## config.mk

```make
export PLATFORM = sky130hd
export DESIGN_NAME = mem_copy_engine_flat
export DESIGN_NICKNAME = d
export VERILOG_FILES = /design/src/rtl/mem_copy_if.sv /design/src/rtl/mem_copy_engine.sv /design/src/flat_wrapper.sv
export SDC_FILE = /design/constraint.sdc
export NUM_CORES = 1
export LEC_CHECK = 0
export ABC_CLOCK_PERIOD_IN_PS = 3400
export CORE_MARGIN = 2
export CORE_UTILIZATION = 50
export DETAILED_ROUTE_END_ITERATION = 8
export PLACE_DENSITY = 0.8
export SLEW_MARGIN = 20
export SYNTH_ARGS = -nofsm -noshare
export SYNTH_HDL_FRONTEND = slang
export SYNTH_SLANG_ARGS = --single-unit
```

## constraint.sdc

```tcl
create_clock -name clk -period 3.4 [get_ports clk]
set_input_delay 0.34 -clock clk [delete_from_list [all_inputs] [get_ports clk]]
set_output_delay 0.34 -clock clk [all_outputs]
set_load 0.02 [all_outputs]
```

## src/rtl/mem_copy_if.sv

```systemverilog
// mem_copy_if: request/status handshake plus data-memory port of the copy engine
interface mem_copy_if #(parameter int LW = 6);
  logic          start;
  logic [31:0]   src;
  logic [31:0]   dst;
  logic [LW-1:0] len;
  logic          busy;
  logic          done;
  logic          err;
  logic          mem_we;
  logic [31:0]   mem_wd;
  logic [31:0]   mem_a;
  logic [31:0]   mem_rd;
  modport master (output start, src, dst, len, mem_rd, input busy, done, err, mem_we, mem_wd, mem_a);
  modport slave  (input start, src, dst, len, mem_rd, output busy, done, err, mem_we, mem_wd, mem_a);
endinterface

```

## src/rtl/mem_copy_engine.sv

```systemverilog
// mem_copy_engine: copies len words src->dst, one read cycle then one write cycle per word
module mem_copy_engine #(
  parameter int DEPTH = 32,
  parameter int LW    = 6
) (
  input  logic clk,
  input  logic rst_n,
  mem_copy_if.slave bus
);
  typedef enum logic [1:0] {IDLE, READ, WRITE, DONE} state_t;
  state_t        state_q, state_d;
  logic [31:0]   src_q, src_d, dst_q, dst_d, buf_q, buf_d;
  logic [LW-1:0] len_q, len_d, i_q, i_d;
  logic          err_q, err_d;
  logic          bad;
  always_ff @(posedge clk or negedge rst_n)
    if (!rst_n) begin
      state_q <= IDLE;
      src_q   <= '0;
      dst_q   <= '0;
      buf_q   <= '0;
      len_q   <= '0;
      i_q     <= '0;
      err_q   <= 1'b0;
    end else begin
      state_q <= state_d;
      src_q   <= src_d;
      dst_q   <= dst_d;
      buf_q   <= buf_d;
      len_q   <= len_d;
      i_q     <= i_d;
      err_q   <= err_d;
    end
  // Range sums are 33 bits wide so a huge src/dst cannot wrap into range
  always_comb begin
    state_d = state_q;
    src_d   = src_q;
    dst_d   = dst_q;
    buf_d   = buf_q;
    len_d   = len_q;
    i_d     = i_q;
    err_d   = err_q;
    bad     = ({1'b0, bus.src} + 33'(bus.len) > 33'(DEPTH)) ||
              ({1'b0, bus.dst} + 33'(bus.len) > 33'(DEPTH));
    case (state_q)
      IDLE: if (bus.start) begin
        src_d   = bus.src;
        dst_d   = bus.dst;
        len_d   = bus.len;
        i_d     = '0;
        err_d   = (bus.len != '0) && bad;
        state_d = (bus.len == '0 || bad) ? DONE : READ;
      end
      READ: begin
        buf_d   = bus.mem_rd;
        state_d = WRITE;
      end
      WRITE: begin
        i_d     = i_q + LW'(1);
        state_d = (i_q + LW'(1) == len_q) ? DONE : READ;
      end
      default: state_d = IDLE;
    endcase
  end
  assign bus.busy   = (state_q == READ) || (state_q == WRITE);
  assign bus.done   = state_q == DONE;
  assign bus.err    = err_q;
  assign bus.mem_we = state_q == WRITE;
  assign bus.mem_wd = (state_q == WRITE) ? buf_q : '0;
  assign bus.mem_a  = (state_q == READ)  ? src_q + 32'(i_q) :
                      (state_q == WRITE) ? dst_q + 32'(i_q) : '0;
endmodule
```

## src/flat_wrapper.sv

```systemverilog
// flat-port wrapper written by rule: the top's interface ports become plain ports
module mem_copy_engine_flat 
#(
  parameter int DEPTH = 32,
  parameter int LW    = 6
)
  (clk, rst_n, bus_start, bus_src, bus_dst, bus_len, bus_mem_rd, bus_busy, bus_done, bus_err, bus_mem_we, bus_mem_wd, bus_mem_a);
  mem_copy_if #(.LW(LW)) bus_i ();
  input  logic clk;
  input  logic rst_n;
  input wire logic [$bits(bus_i.start)-1:0] bus_start;
  input wire logic [$bits(bus_i.src)-1:0] bus_src;
  input wire logic [$bits(bus_i.dst)-1:0] bus_dst;
  input wire logic [$bits(bus_i.len)-1:0] bus_len;
  input wire logic [$bits(bus_i.mem_rd)-1:0] bus_mem_rd;
  output wire logic [$bits(bus_i.busy)-1:0] bus_busy;
  output wire logic [$bits(bus_i.done)-1:0] bus_done;
  output wire logic [$bits(bus_i.err)-1:0] bus_err;
  output wire logic [$bits(bus_i.mem_we)-1:0] bus_mem_we;
  output wire logic [$bits(bus_i.mem_wd)-1:0] bus_mem_wd;
  output wire logic [$bits(bus_i.mem_a)-1:0] bus_mem_a;
  assign bus_i.start = bus_start;
  assign bus_i.src = bus_src;
  assign bus_i.dst = bus_dst;
  assign bus_i.len = bus_len;
  assign bus_i.mem_rd = bus_mem_rd;
  assign bus_busy = bus_i.busy;
  assign bus_done = bus_i.done;
  assign bus_err = bus_i.err;
  assign bus_mem_we = bus_i.mem_we;
  assign bus_mem_wd = bus_i.mem_wd;
  assign bus_mem_a = bus_i.mem_a;
  mem_copy_engine #(.DEPTH(DEPTH), .LW(LW)) u_core (.clk(clk), .rst_n(rst_n), .bus(bus_i));
endmodule
```

[Word-level counts from Yosys, hierarchy flattened]
Index checks and enable logic that the tools add are counted.
Word-level totals
  output and inout bits: 68
  word-level logic and storage cells: 38
  input port bits: 105
  bits in registers: 111
Cells by class
  mux-type cells: 9
  eq/ne operators: 5
  $lt $le $gt $ge: 2
  reduce and logical (&&, ||, !) cells: 10
  add/subtract/negate cells: 5
Operator list (number)
  $mux W32: 3
  $add A32 B6 Y33: 2
  $gt A33 B6 Y1 const B: 2
  $add A32 B6 Y32: 2
  $pmux W6 S2: 1
  $add A6 B1 Y6 const B: 1
  $eq A6 B6 Y1: 1
  $logic_not A6 Y1: 1
  $mux W2: 3
  $mux W6: 1
  $pmux W2 S3: 1
  $reduce_bool A6 Y1: 1
  $eq A2 B2 Y1 const B: 2
  $reduce_and A2 Y1: 2
  $logic_or A1 B1 Y1: 3
  $eq A2 B1 Y1 const B: 1
  $logic_not A2 Y1: 1
  $ne A2 B2 Y1 const B: 1
  $reduce_bool A2 Y1: 1
  $logic_and A1 B1 Y1: 1

[Depth between registers and ports, before layout]
Gate-level depths: netlist of run 1.
  depth after elaboration: 7
  gate-level depth with buffers: 13
  depth with buffers taken out: 12

[Worst setup path after synthesis of run 1]
OpenSTA, ideal clock, no wires.
  kind: register to output
  start: register u_core.i_q[0]
  end: output port bus_mem_a[28]
  stages on the path, launching flop included: 14
  buffers on the path: 1
  slack: 0.157 ns
  data arrival time: 2.903 ns
  data required time: 3.060 ns
  cells stage by stage: dfrtp_1 ha_1 inv_1 fa_1 nor2b_1 o21ai_0 a21boi_0 o21ai_0 a21o_1 or2_2 clkbuf_1 nor2_1 xnor2_1 o21ai_0
Between the ends
  cells in the longest elaborated chain, start to end: 3
  elaborated cells on any way between the ends: 4
  those cells by class: add/sub: 2; mux: 2
RTL lines
  from (decl): line mem_copy_engine.sv:13  | logic [LW-1:0] len_q, len_d, i_q, i_d;
  from (signal assigned): line mem_copy_engine.sv:31  | i_q <= i_d;
  $add A32 B6 Y32: line mem_copy_engine.sv:71  | (state_q == WRITE) ? dst_q + 32'(i_q) : '0;
  $mux W32: line mem_copy_engine.sv:71
  $mux W32 (*): line mem_copy_engine.sv:70  | assign bus.mem_a = (state_q == READ) ? src_q + 32'(i_q) :
  to (decl): line flat_wrapper.sv:21  | output wire logic [$bits(bus_i.mem_a)-1:0] bus_mem_a;
Mark *: on every way between the ends. The rest lies on a longest branch, timed or not.

[Worst setup path after layout of run 1]
  start: register u_core.i_q[1]
  end: output port bus_mem_a[9]
The elaborated chain is that of the path after synthesis.

==> impl_metrics.tcl, run 1 <==
set metrics [dict create \
    status "completed" \
    drt_iter0_drc 603 \
    setup_tns_ps 0 \
    seq_power_share 0.313 \
    io_pins 173 \
    ys.flop_type "dfrtp_1" \
    crit_required_ps 3060 \
    hpwl_mm 19.85 \
    via_count 7817 \
    vdd_drop_max_v 0.0003857 \
    setup_viol 0 \
    critPathMostFrequentCell "a21o_1" \
    max_slew_margin 0.5062 \
    slew_violations 0 \
    placed_cell_area_sq_um 10920 \
    combPwrFrac 0.552 \
    grt_pass1_vias 7658 \
    critical-path-top-delay-family "compound AO/OA/AOI/OAI gates" \
    fp.coreArea_sq_um 15830 \
    fin_cells 1362 \
    max_freq_mhz 302.3 \
    critPathKind "flop to output port" \
    grt.overflow.total 0 \
    regArea_sq_um 2778 \
    place_inst 1341 \
    p_int_mw 4.933 \
    critPathMaxFanout 5 \
    placementRows 46 \
    synthesis.area_sq_um 8049 \
    layout_min_cycle_time_ps 3308 \
    hold_viol 0 \
    grt_pass1_wl_mm 39.09 \
    power.density_nw_per_um2 728.2 \
    vias_per_cell 5.739 \
    port_buffers 172 \
    tightest_slew_ps 731.4 \
    post-route-cell-area_sq_um 11440 \
    switchingPower_mw 3.396 \
    path_buf_inv 2 \
    crit_slowest_cell "dfrtp_1" \
    hold_path.class "primary input to async pin" \
    grt.total_usage 0.2965 \
    drive_gt1_frac 0.2932 \
    synth_common_cells "111 x dfrtp_1, 96 x mux2_2, 71 x nand2_1" \
    die_x_um 130.9 \
    synth-edff-count 0 \
    die_h_um 130.9 \
    arrival_ps 2970 \
    finClkSkew_ps 6.634 \
    clock_path_buffers 2 \
    fin_crit_sh 0.9728 \
    ys_ff_latch 111 \
    clk_transition_reported_paths_ps 70 \
    drc 0 \
    synth_top_area_share 0.3451 \
    clkLatencyLatePin_ps 350 \
    cts_buffers 9 \
    diodes 0 \
    cts_tree "yes" \
    yosysSeqAreaShare 0.3451 \
    die_area_sq_um 17130 \
    multiInputGateArea_sq_um 5240 \
    nets 1280 \
    pwr-share-clk 0.135 \
    syn-num-nets 992 \
    post_drt_wl_per_cell_um 18.61 \
    synth_area_leaders "dfrtp_1 35%, mux2_2 13%, xnor2_1 5.7%" \
    antenna_found_initial 0 \
    synth.distinct_cells 81 \
    critPathCaptureType "output port" \
    total_power_mw 8.329 \
    clockRootBuffer "clkbuf_16" \
    dr.pass1.iters 6 \
    cp-start-kind "flop" \
    ys_warn_count 0 \
    synth_area_per_cell_sq_um 9.436 \
    switching_share 0.4078 \
    synthCells 853 \
    post-route-util 0.7226 \
    area_delta_synth_final_pct 42.10 \
    max_stage_delay_ps 410 \
    async_reset_ff_frac 1.000 \
    yosysMostFrequentCell "dfrtp_1" \
    routed_wl_mm 25.34 \
    max_cap_viol_count 0 \
    fillCellCount 1190 \
    grt_max_degree 60 \
    initial_core_util 0.5085 \
    clock-sinks 111 \
    htree_levels 3 \
    place_congestion 0.9781 \
    rsz0062_at_grt "true" \
    cp_cell_sequence "buf_4, ha_1, a21o_1, a21oi_1, o21ai_0, a21o_1, a21oi_4, or2_4, nor2_1, xnor2_1, o22ai_2, clkdlybuf4s15_2" \
    ant_nets 0 \
    power.leakage_nw 4.821 \
    synth_top_area_cell "dfrtp_1" \
]
power groups by stage:
stage | clock network (mW) | logic (mW) | registers (mW)
global placement | 0 | 4.49 | 2.54
global route | 1.18 | 4.97 | 2.67
CTS | 1.13 | 4.55 | 2.57
finish | 1.12 | 4.60 | 2.60
detailed placement | 0 | 4.59 | 2.59
floorplan | 0 | 2.81 | 2.40
state kept, by name, summed over array words and instances (netlist names):
| name | count |
|---|---|
| u_core.i_q | 6 |
| u_core.dst_q | 32 |
| u_core.buf_q | 32 |
| u_core.src_q | 32 |
| u_core.state_q | 2 |
| u_core.len_q | 6 |
| u_core.bus.err | 1 |
stage by stage:
stage,setup slack (ps),hold slack (ps)
after global routing,-68.27,81.26
after floorplan,156.6,44.41
after detailed placement,-573.1,434.7
after CTS,0.09215,54.83
after global placement,-521.0,431.9
final,92.35,23.41
worst paths after layout:
path | start | endpoint | slack [ps] | depth (start not counted)
setup reg to reg | u_core.state_q[0] | u_core.state_q[1] | 940 | 6
hold reg to reg | u_core.buf_q[14] | u_core.buf_q[14] | 500 | 1
setup / recovery | u_core.i_q[1] | bus_mem_a[9] | 90 | 12
min in group clk | bus_dst[0] | u_core.dst_q[0] | 280 | 2
hold / removal | rst_n | u_core.dst_q[1] | 20 | 1
max in group asynchronous | rst_n | u_core.dst_q[16] | 2600 | 2
cell type report:
type,count,area share
tap,216,0.02363
multi-input combinational,678,0.4582
timing repair buffer,313,0.2389
sequential,111,0.2429
clock buffer,14,0.02396
clock inverter,2,0.003282
inverter,28,0.009189
worst reg2reg max path, delay by kind of cell (launching register included):
family	cells	cell delay (ps)
AO/OA/AOI/OAI	3	1190
adder cells (fa/ha/maj)	1	470
flip-flops	1	430
AND/OR/NAND/NOR	1	170
buffers and inverters	1	130
cell families after synthesis:
kind of cell / count (synthesis) / synth area share
and+or+nand+nor: 304 / 0.2007
AOI/OAI and AO/OA: 155 / 0.1328
DFF: 111 / 0.3451
muxes: 104 / 0.1443
xor gates and xnor gates: 81 / 0.08814
buffers and inverters: 64 / 0.03249
adders and majority gates: 34 / 0.05658
metal layers:
metal	wire, um	GRT usage	share of wire
met1	10630	0.3934	0.42
met2	11790	0.4920	0.47
met3	2303	0.05415	0.091
met4	613	0.09887	0.024
met5	0	0	0
placed cells by master, fill, tap and decap left out, drive strengths merged, types with 8 or more instances in the layout:
cell / n
a21o: 11
a21oi: 28
and2: 38
and3: 14
buf: 161
clkbuf: 18
clkdlybuf4s50: 140
dfrtp: 111
ha: 30
inv: 28
mux2: 96
mux2i: 8
nand2: 71
nand3: 36
nand4: 21
nor2: 52
nor2b: 10
nor3: 14
o21ai: 34
o22ai: 25
xnor2: 52
xor2: 29
what timing repair did:
item                                    CTS  global route
gates resized for setup                 103            57
pin swaps                                 4            19
endpoints found under the setup margin   27            28
endpoints found under the hold margin     0             0
buffers inserted                          0             5
hold buffers                              0             0
Note: power is estimated with default switching activity, not from simulation.
==> run 2: changes to the inputs <==
- SETUP_SLACK_MARGIN: unset -> 0.4
- TNS_END_PERCENT: unset -> 100
==> run 2 against run 1 <==
  * Global-route usage increased by 0.51 points
  * Sequential power increased by 3%
  * Via count increased by 1.7%
  * Non-clock buffer count decreased by 9
  * Die area unchanged
  * Sequential share of layout area decreased by 0.77 points
  * First-iteration DRC count increased by 26%
  * Critical path type unchanged
  * Largest cell class unchanged
==> impl_metrics.tcl, run 2 (synthesis gave the netlist of run 1 again) <==
set metrics [dict create \
    critPathMaxFanout 5 \
    regArea_sq_um 2784 \
    clock-sinks 111 \
    place_congestion 0.9103 \
    layout_common_cells "139 x buf_4, 125 x clkdlybuf4s50_1, 106 x dfrtp_1" \
    post_drt_wl_per_cell_um 19.96 \
    drive_gt1_frac 0.3477 \
    grt_pass1_wl_mm 39.23 \
    place_inst 1311 \
    clock_path_buffers 2 \
    power.density_nw_per_um2 736.9 \
    hpwl_mm 19.60 \
    routed_wl_mm 26.98 \
    fillCellCount 1101 \
    setup_tns_ps 0 \
    hold_path.class "primary input to flop" \
    cts_tree "yes" \
    critPathCaptureType "output port" \
    reg_top3 "u_core.buf_q x32, u_core.dst_q x32, u_core.src_q x32" \
    grt_pass1_vias 7455 \
    dp_slack_ps -415.4 \
    layout_min_cycle_time_ps 3246 \
    critPathMostFrequentCell "buf_4" \
    port_buffers 172 \
    grt_max_degree 77 \
    max_cap_viol_count 0 \
    die_x_um 130.9 \
    drt_iter0_drc 759 \
    nets 1271 \
    max_stage_delay_ps 450 \
    multiInputGateArea_sq_um 5665 \
    placementRows 46 \
    arrival_ps 2910 \
    clkLatencyLatePin_ps 360 \
    grt.overflow.total 0 \
    fin_crit_sh 0.9547 \
    via_count 7949 \
    vdd_drop_max_v 0.0004125 \
    slew_violations 0 \
    hold_viol 0 \
    hold_ws_ps 222.4 \
    post-route-cell-area_sq_um 11840 \
    fin_cells 1352 \
    diodes 0 \
    vias_per_cell 5.879 \
    clockRootBuffer "clkbuf_16" \
    rsz0062_at_grt "true" \
    crit_slowest_cell "dfrtp_2" \
    htree_levels 3 \
    crit_required_ps 3060 \
    tightest_slew_ps 814.4 \
    status "completed" \
    dr.pass1.iters 5 \
    ant_nets 0 \
    die_area_sq_um 17130 \
    max_slew_margin 0.4502 \
    post-route-util 0.7478 \
    power.leakage_nw 4.820 \
    total_power_mw 8.723 \
    grt.total_usage 0.3016 \
    critPathKind "flop to output port" \
    drc 0 \
    cp-start-kind "flop" \
    clk_transition_reported_paths_ps 70 \
    cp_cell_sequence "ha_4, fa_2, a21o_1, a21oi_2, o21bai_1, a21oi_1, buf_4, nor4_2, buf_4, nand3_1, xnor2_2, nand3_1, o21ai_1, buf_4" \
    die_h_um 130.9 \
    fp.coreArea_sq_um 15830 \
    placed_cell_area_sq_um 10750 \
    max_freq_mhz 308.1 \
    final_common_cell "buf_4" \
    finClkSkew_ps 7.304 \
    initial_core_util 0.5085 \
    setup_viol 0 \
    worst_slack_ps 153.9 \
    area_delta_synth_final_pct 47.05 \
    antenna_found_initial 0 \
    cts_buffers 9 \
    io_pins 173 \
]
[run 2: changes by cell type in the layout (fill, tap and decap cells not counted), moves of 10 or more]
cell | before | now
nor2_4 | 1 | 11
buf_4 | 151 | 139
nor2_1 | 48 | 36
ha_4 | 1 | 14
buf_6 | 3 | 19
clkdlybuf4s50_1 | 140 | 125
ha_1 | 26 | 14
dlygate4sd2_1 | 1 | 13
[run 2: cell type report]
cell class / count / share of cell area
clock buffer: 10 / 0.01934
clock inverter: 5 / 0.004863
inverter: 28 / 0.008879
multi-input combinational: 678 / 0.4786
sequential: 111 / 0.2352
tap: 216 / 0.02283
timing repair buffer: 304 / 0.2302
[run 2: final timing paths]
check	from	endpoint	slack, ps	cells past startpoint
max in group asynchronous	rst_n	u_core.buf_q[12]	2090	3
hold reg to reg	u_core.buf_q[6]	u_core.buf_q[6]	500	1
setup reg to reg	u_core.i_q[0]	u_core.state_q[1]	770	8
setup / recovery	u_core.dst_q[0]	bus_mem_a[28]	150	14
hold / removal	bus_dst[0]	u_core.dst_q[0]	220	2
min in group asynchronous	rst_n	u_core.dst_q[2]	500	2
[run 2: per-layer routing]
metal  vias to the layer above  wire length (um)  GRT usage
met1                      3852             11080     0.3977
met3                        69              2346    0.05660
met4                         0               748     0.1001
li1                       3655                 -          -
met2                       373             12810     0.5025
met5                         -                 0          0
[run 2: worst max-delay path: cells and delay by family, from the launching register on]
kind                     cells  cell delay, ps
AO/OA/AOI/OAI                5             680
XOR/XNOR                     1             120
buffers and inverters        3             480
AND/OR/NAND/NOR              3             260
adder cells (fa/ha/maj)      2             550
flip-flops                   1             450
[run 2: timing repair]
| action | CTS | global route |
|---|---|---|
| cloned | 0 | 0 |
| hold buffers | 1 | 0 |
| setup buffers | 16 | 9 |
| gates resized for setup | 270 | 50 |
| setup endpoints to repair | 30 | 34 |
| hold endpoints to repair | 31 | 0 |
| pin swaps | 69 | 58 |
[run 2: power by group]
| group | switching [mW] | internal (mW) |
|---|---|---|
| registers | 0.692 | 1.99 |
| logic | 2.44 | 2.54 |
| clock network | 0.492 | 0.570 |
| total | 3.63 | 5.09 |
